===== src/rtl/pipe_stage_buf.sv =====
// pipe_stage_buf: valid/ready pipeline stage register with optional skid entry, bubble insertion and stall counter
module pipe_stage_buf #(
  parameter int DATA_W = 128,
  parameter logic [DATA_W-1:0] BUBBLE = {DATA_W{1'b0}},
  parameter bit SKID = 1'b1,
  parameter int CNT_W = 16
) (
  input  logic              clk,
  input  logic              rst,
  input  logic              flush,
  input  logic              in_valid,
  output logic              in_ready,
  input  logic [DATA_W-1:0] in_data,
  output logic              out_valid,
  input  logic              out_ready,
  output logic [DATA_W-1:0] out_data,
  input  logic              cnt_clr,
  output logic [CNT_W-1:0]  stall_cnt
);
  logic main_v, skid_v;
  logic [DATA_W-1:0] main_d, skid_d;
  logic in_xfer, out_xfer;
  // with a skid entry, in_ready comes straight from a flop and never sees out_ready
  assign in_ready = SKID ? !skid_v : (!main_v || out_ready);
  assign in_xfer = in_valid && in_ready;
  assign out_xfer = main_v && out_ready;
  assign out_valid = main_v;
  assign out_data = main_v ? main_d : BUBBLE;
  always_ff @(posedge clk or negedge rst) begin
    if (!rst) begin
      main_v <= 1'b0;
      main_d <= BUBBLE;
      skid_v <= 1'b0;
      skid_d <= BUBBLE;
    end else if (flush) begin
      main_v <= 1'b0;
      main_d <= BUBBLE;
      skid_v <= 1'b0;
      skid_d <= BUBBLE;
    end else if (skid_v) begin
      if (out_xfer) begin
        main_d <= skid_d;
        skid_v <= 1'b0;
        skid_d <= BUBBLE;
      end
    end else if (main_v && !out_xfer) begin
      if (in_xfer) begin
        skid_v <= 1'b1;
        skid_d <= in_data;
      end
    end else if (in_xfer) begin
      main_v <= 1'b1;
      main_d <= in_data;
    end else if (main_v) begin
      main_v <= 1'b0;
      main_d <= BUBBLE;
    end
  end
  always_ff @(posedge clk or negedge rst) begin
    if (!rst) stall_cnt <= '0;
    else stall_cnt <= cnt_clr ? '0 : (main_v && !out_ready && stall_cnt != '1) ? stall_cnt + CNT_W'(1) : stall_cnt;
  end
endmodule


===== config.mk =====
export PLATFORM = sky130hd
export DESIGN_NAME = pipe_stage_buf
export DESIGN_NICKNAME = d
export VERILOG_FILES = /design/src/rtl/pipe_stage_buf.sv
export SDC_FILE = /design/constraint.sdc
export NUM_CORES = 1
export LEC_CHECK = 0
export CAP_MARGIN = 20
export CORE_MARGIN = 3
export CORE_UTILIZATION = 35
export DETAILED_ROUTE_END_ITERATION = 10
export MAX_ROUTING_LAYER = met4
export SYNTH_ARGS = -nofsm -noshare
export SYNTH_HDL_FRONTEND = slang
export SYNTH_SLANG_ARGS = --single-unit
export TNS_END_PERCENT = 1

===== constraint.sdc =====
create_clock -name clk -period 2 [get_ports clk]
set_clock_uncertainty 0.15 [all_clocks]
set_input_delay 0.4 -clock clk [delete_from_list [all_inputs] [get_ports clk]]
set_output_delay 0.4 -clock clk [all_outputs]
set_load 0.02 [all_outputs]

==> qor.txt, run 1 <==
Post-Route WL: 42600 µm
Initial antenna violation count: 3
DR iter-0 viols: 649
Setup slack after layout: -0.217 ns
CP max FO: 8
Initial Util: 0.358
Detailed-placement wirelength estimate: 26500 µm
FP Rows: 72
CP Buf/Inv Count: 3
Pre-antenna DRT Iters: 5
CP Launch Type: flip-flop
Total CTS buffers: 34
Top cells by count, synth: 274 x dfrtp_1, 263 x nand2_1, 141 x a21oi_1
P_leak: 9.29 nW
Power Density: 774 nW/µm²
Status: finished with violations
Cell variety after synth: 42
Vias in the first global route: 11500
Total internal power: 10.9 mW
Post-route cell area: 19200 µm²
Fmax: 0.451 GHz
Worst-skew pair later-pin latency: 0.50 ns
Port buffer count: 279
CP delay by family, top: flip-flops
Critical Path Sink Type: output port
Crit-path cells: buf_12, clkbuf_16, and2_4, buf_6
GR Layer Usage met2: 0.319
Routed WL per cell: 18.2 µm
Logic pwr share: 0.164
CTS Sinks: 274
Antenna-violating nets left: 0
Count leader, synth: dfrtp_1
RSZ-0062 raised after global routing: yes
Slew Viols, Final: 0
CTS tree: built
Layout cells sized above 1: 0.197
Clock Pin Slew Worst Setup and Hold Paths: 0.06 ns
Global Route met1 Usage: 0.264
GRT Max-Usage Layer: met2
Total grt overflow: 0
Worst-margin pin slew: 0.764 ns
Die W: 206 µm
Core ar.: 39000 µm²
Mapped cell area: 14000 µm²
GR Layer Usage met3: 0.0324
First-pass GRT wire length: 65800 µm
Die area: 42300 µm²
CTS Buffer Depth: 3
Vias: 11700
Total Routing Usage GR: 0.199
Placed cell areas: 17800 µm²
Tcrit/Tclk final: 1.11
Worst hold path class: primary input to flip-flop
Clock network power share: 0.415
Fin nets: 1927
Failing checks: setup timing
Largest area contributor in the synthesized netlist: dfrtp_1
CP max stage delay: 0.53 ns
Sequential fraction of design power: 0.421
Slew headroom: 0.491
Clock root buffer: clkbuf_16
Switch share: 0.265
Yosys Warn Count: 0
Post-synthesis sequential area ratio: 0.491
Final Wtd Congestion: 0.853
Area grow syn2layout: 37.6%
Hold Fails Final Rpt: 0
Crit path time final: 2.22 ns
Avg Inst Size Synth: 9.13 µm²
Final setup viols: 128
Largest net degree at the start of global routing: 130
Critical path arrival: 1.67 ns
Vias/cell: 5.01
Asr flop ratio synth: 1.00
Worst path slowest cell: dfrtp_4
TNS Setup: -20.52 ns
H-Tree Depth: 2
Chip Height: 206 µm
Share of the synthesized area in the top cell type: 0.491
MaxCap Viol Count: 0
Mapped Nets: 1665
Ports: 280
Req. time, crit path: 1.45 ns
DRC viols: 0
Most common flop cell mapped by yosys: dfrtp_1
Fillers: 3715
Power Total: 14.9 mW
Mapped Cells: 1530
Post-synthesis register bit count: 274
Psw: 3.95 mW
Place WS: -0.365 ns
Setup CP Type: flip-flop to output port
Worst VDD drop: 464 µV
Number of synthesized flops with an enable pin: 0
Ranking of synthesized cells by area: dfrtp_1 49%, mux2i_1 9.2%, nand2_1 7.1%, o31ai_1 6.9%, and3_1 5.9%
-- cells in the final DEF, fill, tap and decap left out, drive strengths merged, types with 4 or more instances in the layout --
| cell | synthesis | routed |
|---|---|---|
| nand4 | 6 | 6 |
| nand3 | 4 | 4 |
| nor3 | 8 | 8 |
| dfrtp | 274 | 274 |
| and3 | 131 | 131 |
| or3 | 4 | 4 |
| clkdlybuf4s50 | 0 | 130 |
| a21oi | 141 | 141 |
| o31ai | 129 | 129 |
| o21ai | 6 | 6 |
| clkdlybuf4s15 | 0 | 11 |
| diode | 0 | 4 |
| dlygate4sd2 | 0 | 16 |
| nor2 | 8 | 8 |
| clkbuf | 117 | 57 |
| buf | 16 | 197 |
| mux2i | 128 | 128 |
| nand2 | 263 | 263 |
| and2 | 128 | 128 |
| inv | 134 | 134 |
| nor2b | 4 | 4 |
| clkinv | 0 | 5 |
-- logic make-up (layout without fill, tap and decap cells) --
group / count (synthesis) / after routing / synth area share
AOI/OAI and AO/OA: 290 / 290 / 0.131
adders and majority gates: 1 / 1 / 0.000896
buffers and inverters: 267 / 552 / 0.0736
DFF: 274 / 274 / 0.491
muxes: 131 / 131 / 0.0942
other: 0 / 4 / 0
and+or+nand+nor: 567 / 567 / 0.209
-- state kept, by name, summed over array words and instances, names as in the netlist --
signal and flops:
skid_d 128, skid_v 1, main_d 128, stall_cnt 16, out_valid 1
-- worst paths after layout --
check | start | end | slack (ns) | depth (start not counted)
min in group asynchronous | rst | main_d[48] | 0.26 | 2
hold reg to reg | main_d[53] | main_d[53] | 0.32 | 2
setup reg to reg | skid_v | main_d[107] | 0.07 | 5
max in group asynchronous | rst | main_d[104] | 0.77 | 3
setup / recovery | out_valid | out_data[100] | -0.22 | 4
hold / removal | flush | skid_v | 0.16 | 3
-- worst min-delay path: stages --
cell	delay (ns)
buf_4	0.17
a21oi_2	0.06
nor2b_1	0.12
-- cell type report --
cell class                      count  area, µm²  area share
Sequential cell                   274       6870       0.357
Antenna cell                        4       10.0    0.000521
Clock buffer                       53       1110      0.0576
Clock inverter                      6       36.3     0.00189
Timing Repair Buffer              359       3750       0.195
Inverter                          134        504      0.0262
Tap cell                          518        648      0.0337
Multi-Input combinational cell    989       6300       0.328
-- power by group through the flow --
stage	Combinational, mW	Sequential [mW]	Clock, mW
CTS	2.39	6.26	6.33
global placement	2.30	6.33	0
finish	2.44	6.26	6.17
floorplan	1.26	6.28	0
detailed placement	2.35	6.35	0
global route	2.68	6.32	6.57
-- layer usage --
metal | wire (µm) | part of all wire | vias up
met1 | 19000 | 0.45 | 5710
met3 | 2120 | 0.050 | 55
met2 | 20700 | 0.48 | 261
met4 | 811 | 0.019 | 0
met5 | 0 | 0 | -
li1 | - | - | 5681
-- what timing repair did --
item                       4_1_cts  5_1_grt
setup endpoints to repair      149      256
hold buffers                     1        0
resized for setup              602       85
pin swaps                        0        0
hold endpoints to repair        36        0
setup buffers                    2        1
cloned                           3        5
-- metrics by stage --
stage | utilization | instances | hold slack (ns)
floorplan | - | 1530 | -0.0456
global placement | 0.457 | 2263 | 0.196
detailed placement | 0.457 | 2263 | 0.197
CTS | 0.484 | 2328 | 0.139
global route | 0.493 | 2336 | 0.144
finish | 0.493 | 2337 | 0.158
No activity file was read; power rests on OpenSTA's default activity.
==> run 2: changes to the inputs <==
Settings changed: HOLD_SLACK_MARGIN set to 0.15.
==> qor.txt, run 2 (synthesis results as in run 1) <==
Status: finished with violations (unchanged)
Failing checks: setup timing (unchanged)
FP Rows: 72 (unchanged)
Worst hold path class: primary input to async pin (was primary input to flip-flop)
Total CTS buffers: 34 (unchanged)
Power Total: 14.9 mW (about the same)
P_leak: 9.30 nW (was 9.29 nW)
Utilization after layout: 0.493 (about the same)
CP Launch Type: flip-flop (unchanged)
Worst path slowest cell: dfrtp_4 (unchanged)
DR iter-0 viols: 628 (was 649)
CP max stage delay: 0.53 ns (about the same)
Slew Viols, Final: 0 (unchanged)
Worst-margin pin slew: 0.762 ns (was 0.764 ns)
Final Wtd Congestion: 0.853 (unchanged)
Area grow syn2layout: 37.7% (was 37.6%)
Die W: 206 µm (unchanged)
Total Routing Usage GR: 0.199 (unchanged)
Total internal power: 10.9 mW (about the same)
R2R Path Start: skid_v (unchanged)
Logic pwr share: 0.164 (about the same)
TNS Setup: -20.87 ns (was -20.52 ns)
Core ar.: 39000 µm² (unchanged)
RR Endpoint: main_d[107] (unchanged)
Initial Util: 0.358 (unchanged)
Commonest cells after routing, fill and taps aside: 269 x dfrtp_1, 263 x nand2_1, 139 x a21oi_1 (unchanged)
Largest net degree at the start of global routing: 130 (unchanged)
R2r worst-path depth: 5 (unchanged)
Antenna-violating nets left: 0 (unchanged)
Req. time, crit path: 1.45 ns (about the same)
Sequential fraction of design power: 0.421 (about the same)
Crit path time final: 2.22 ns (about the same)
MaxCap Viol Count: 0 (unchanged)
Initial antenna violation count: 2 (was 3)
Routed WL per cell: 18.2 µm (about the same)
H-Tree Depth: 2 (unchanged)
Fmax: 0.451 GHz (about the same)
Setup CP Type: flip-flop to output port (unchanged)
Post-Route WL: 42600 µm (about the same)
Hold Fails Final Rpt: 0 (unchanged)
Detailed-placement wirelength estimate: 26500 µm (unchanged)
Most common cell after layout, fill and taps aside: dfrtp_1 (unchanged)
Switch share: 0.266 (was 0.265)
Clock network power share: 0.415 (about the same)
CTS Buffer Depth: 3 (unchanged)
Final setup viols: 128 (unchanged)
Tcrit/Tclk final: 1.11 (about the same)
Vias: 11700 (about the same)
RSZ-0062 raised after global routing: yes (unchanged)
Ports: 280 (unchanged)
Clock root buffer: clkbuf_16 (unchanged)
Critical Path Sink Type: output port (unchanged)
Layout cells sized above 1: 0.195 (was 0.197)
Total grt overflow: 0 (unchanged)
Crit-path cells: buf_12, clkbuf_16, and2_4, buf_6 (unchanged)
WL met1: 19200 µm (was 19000 µm)
CTS tree: built (unchanged)
Vias in the first global route: 11500 (about the same)
Setup slack, reg-to-reg: 0.05 ns (was 0.07 ns)
Worst-skew pair later-pin latency: 0.49 ns (was 0.50 ns)
Critical path arrival: 1.67 ns (about the same)
Fillers: 3711 (was 3715)
Setup slack after layout: -0.218 ns (was -0.217 ns)
Power Density: 774 nW/µm² (about the same)
First-pass GRT wire length: 65800 µm (about the same)
Metal3 WL: 2080 µm (was 2120 µm)
Psw: 3.96 mW (was 3.95 mW)
Fin nets: 1929 (was 1927)
Port buffer count: 279 (unchanged)
CP max FO: 8 (unchanged)
DRC viols: 0 (unchanged)
Pre-antenna DRT Iters: 5 (unchanged)
Chip Height: 206 µm (unchanged)
Metal2 WL: 20400 µm (was 20700 µm)
Top sig layer: met4 (unchanged)
Place WS: -0.365 ns (unchanged)
CTS Sinks: 274 (unchanged)
Clock Pin Slew Worst Setup and Hold Paths: 0.06 ns (about the same)
Vias/cell: 5.01 (about the same)
Die area: 42300 µm² (unchanged)
Biggest registers after layout: main_d (128), skid_d (128), stall_cnt (16) (unchanged)
Worst VDD drop: 466 µV (was 464 µV)
Slew headroom: 0.492 (was 0.491)
==> run 2: through the flow <==
| step | std cells | instance area [µm²] | hold slack [ns] |
|---|---|---|---|
| after floorplan | 1530 | 14000 | -0.0456 |
| after global placement | 2263 | 17800 | 0.196 |
| after detailed placement | 2263 | 17800 | 0.197 |
| after CTS | 2329 | 18900 | 0.163 |
| after global routing | 2337 | 19200 | 0.284 |
| final | 2338 | 19200 | 0.259 |
==> run 2: area by class of cell <==
| type | count | area, µm² | share of cell area |
|---|---|---|---|
| antenna | 3 | 7.51 | 0.000390 |
| clock buffer | 53 | 1110 | 0.0575 |
| clock inverter | 6 | 36.3 | 0.00189 |
| inverter | 134 | 504 | 0.0262 |
| multi-input combinational | 989 | 6290 | 0.327 |
| sequential | 274 | 6870 | 0.357 |
| tap | 518 | 648 | 0.0337 |
| timing repair buffer | 361 | 3770 | 0.196 |
==> run 2: power groups by stage <==
stage	registers [mW]	clock network, mW	logic (mW)
after floorplan	6.28	0	1.26
after global placement	6.33	0	2.30
after detailed placement	6.35	0	2.35
after CTS	6.26	6.33	2.39
after global routing	6.31	6.57	2.69
final	6.26	6.18	2.44
==> run 2: how the worst max path moves through the flow <==
stage                 startpoint             to  slack [ns]  cells after the start
finish                 out_valid  out_data[100]       -0.22                      4
floorplan           stall_cnt[8]   stall_cnt[6]       -0.01                      5
global placement       out_ready    skid_d[119]       -0.36                      8
CTS                    out_valid  out_data[126]       -0.27                      4
global route           out_valid  out_data[100]       -0.27                      4
detailed placement     out_ready    skid_d[123]       -0.37                      7
==> run 2: repair_timing <==
item / in CTS / in global routing
hold buffers: 2 / 1
hold endpoints to repair: 275 / 1
pin swaps: 0 / 0
gates cloned: 3 / 5
setup endpoints to repair: 149 / 262
resized for setup: 602 / 82
buffers inserted: 2 / 1
==> run 2: worst max-delay path, delay by kind of cell (launching register included) <==
family | cells | cell delay [ns]
flops | 1 | 0.53
simple gates | 1 | 0.14
buf+inv | 3 | 0.49
==> run 2: per-layer routing <==
metal  global-route usage  vias to the layer above
met4               0.0522                        0
met5                    -                        -
met2                0.320                      276
li1                     -                     5687
met3               0.0324                       60
met1                0.264                     5685
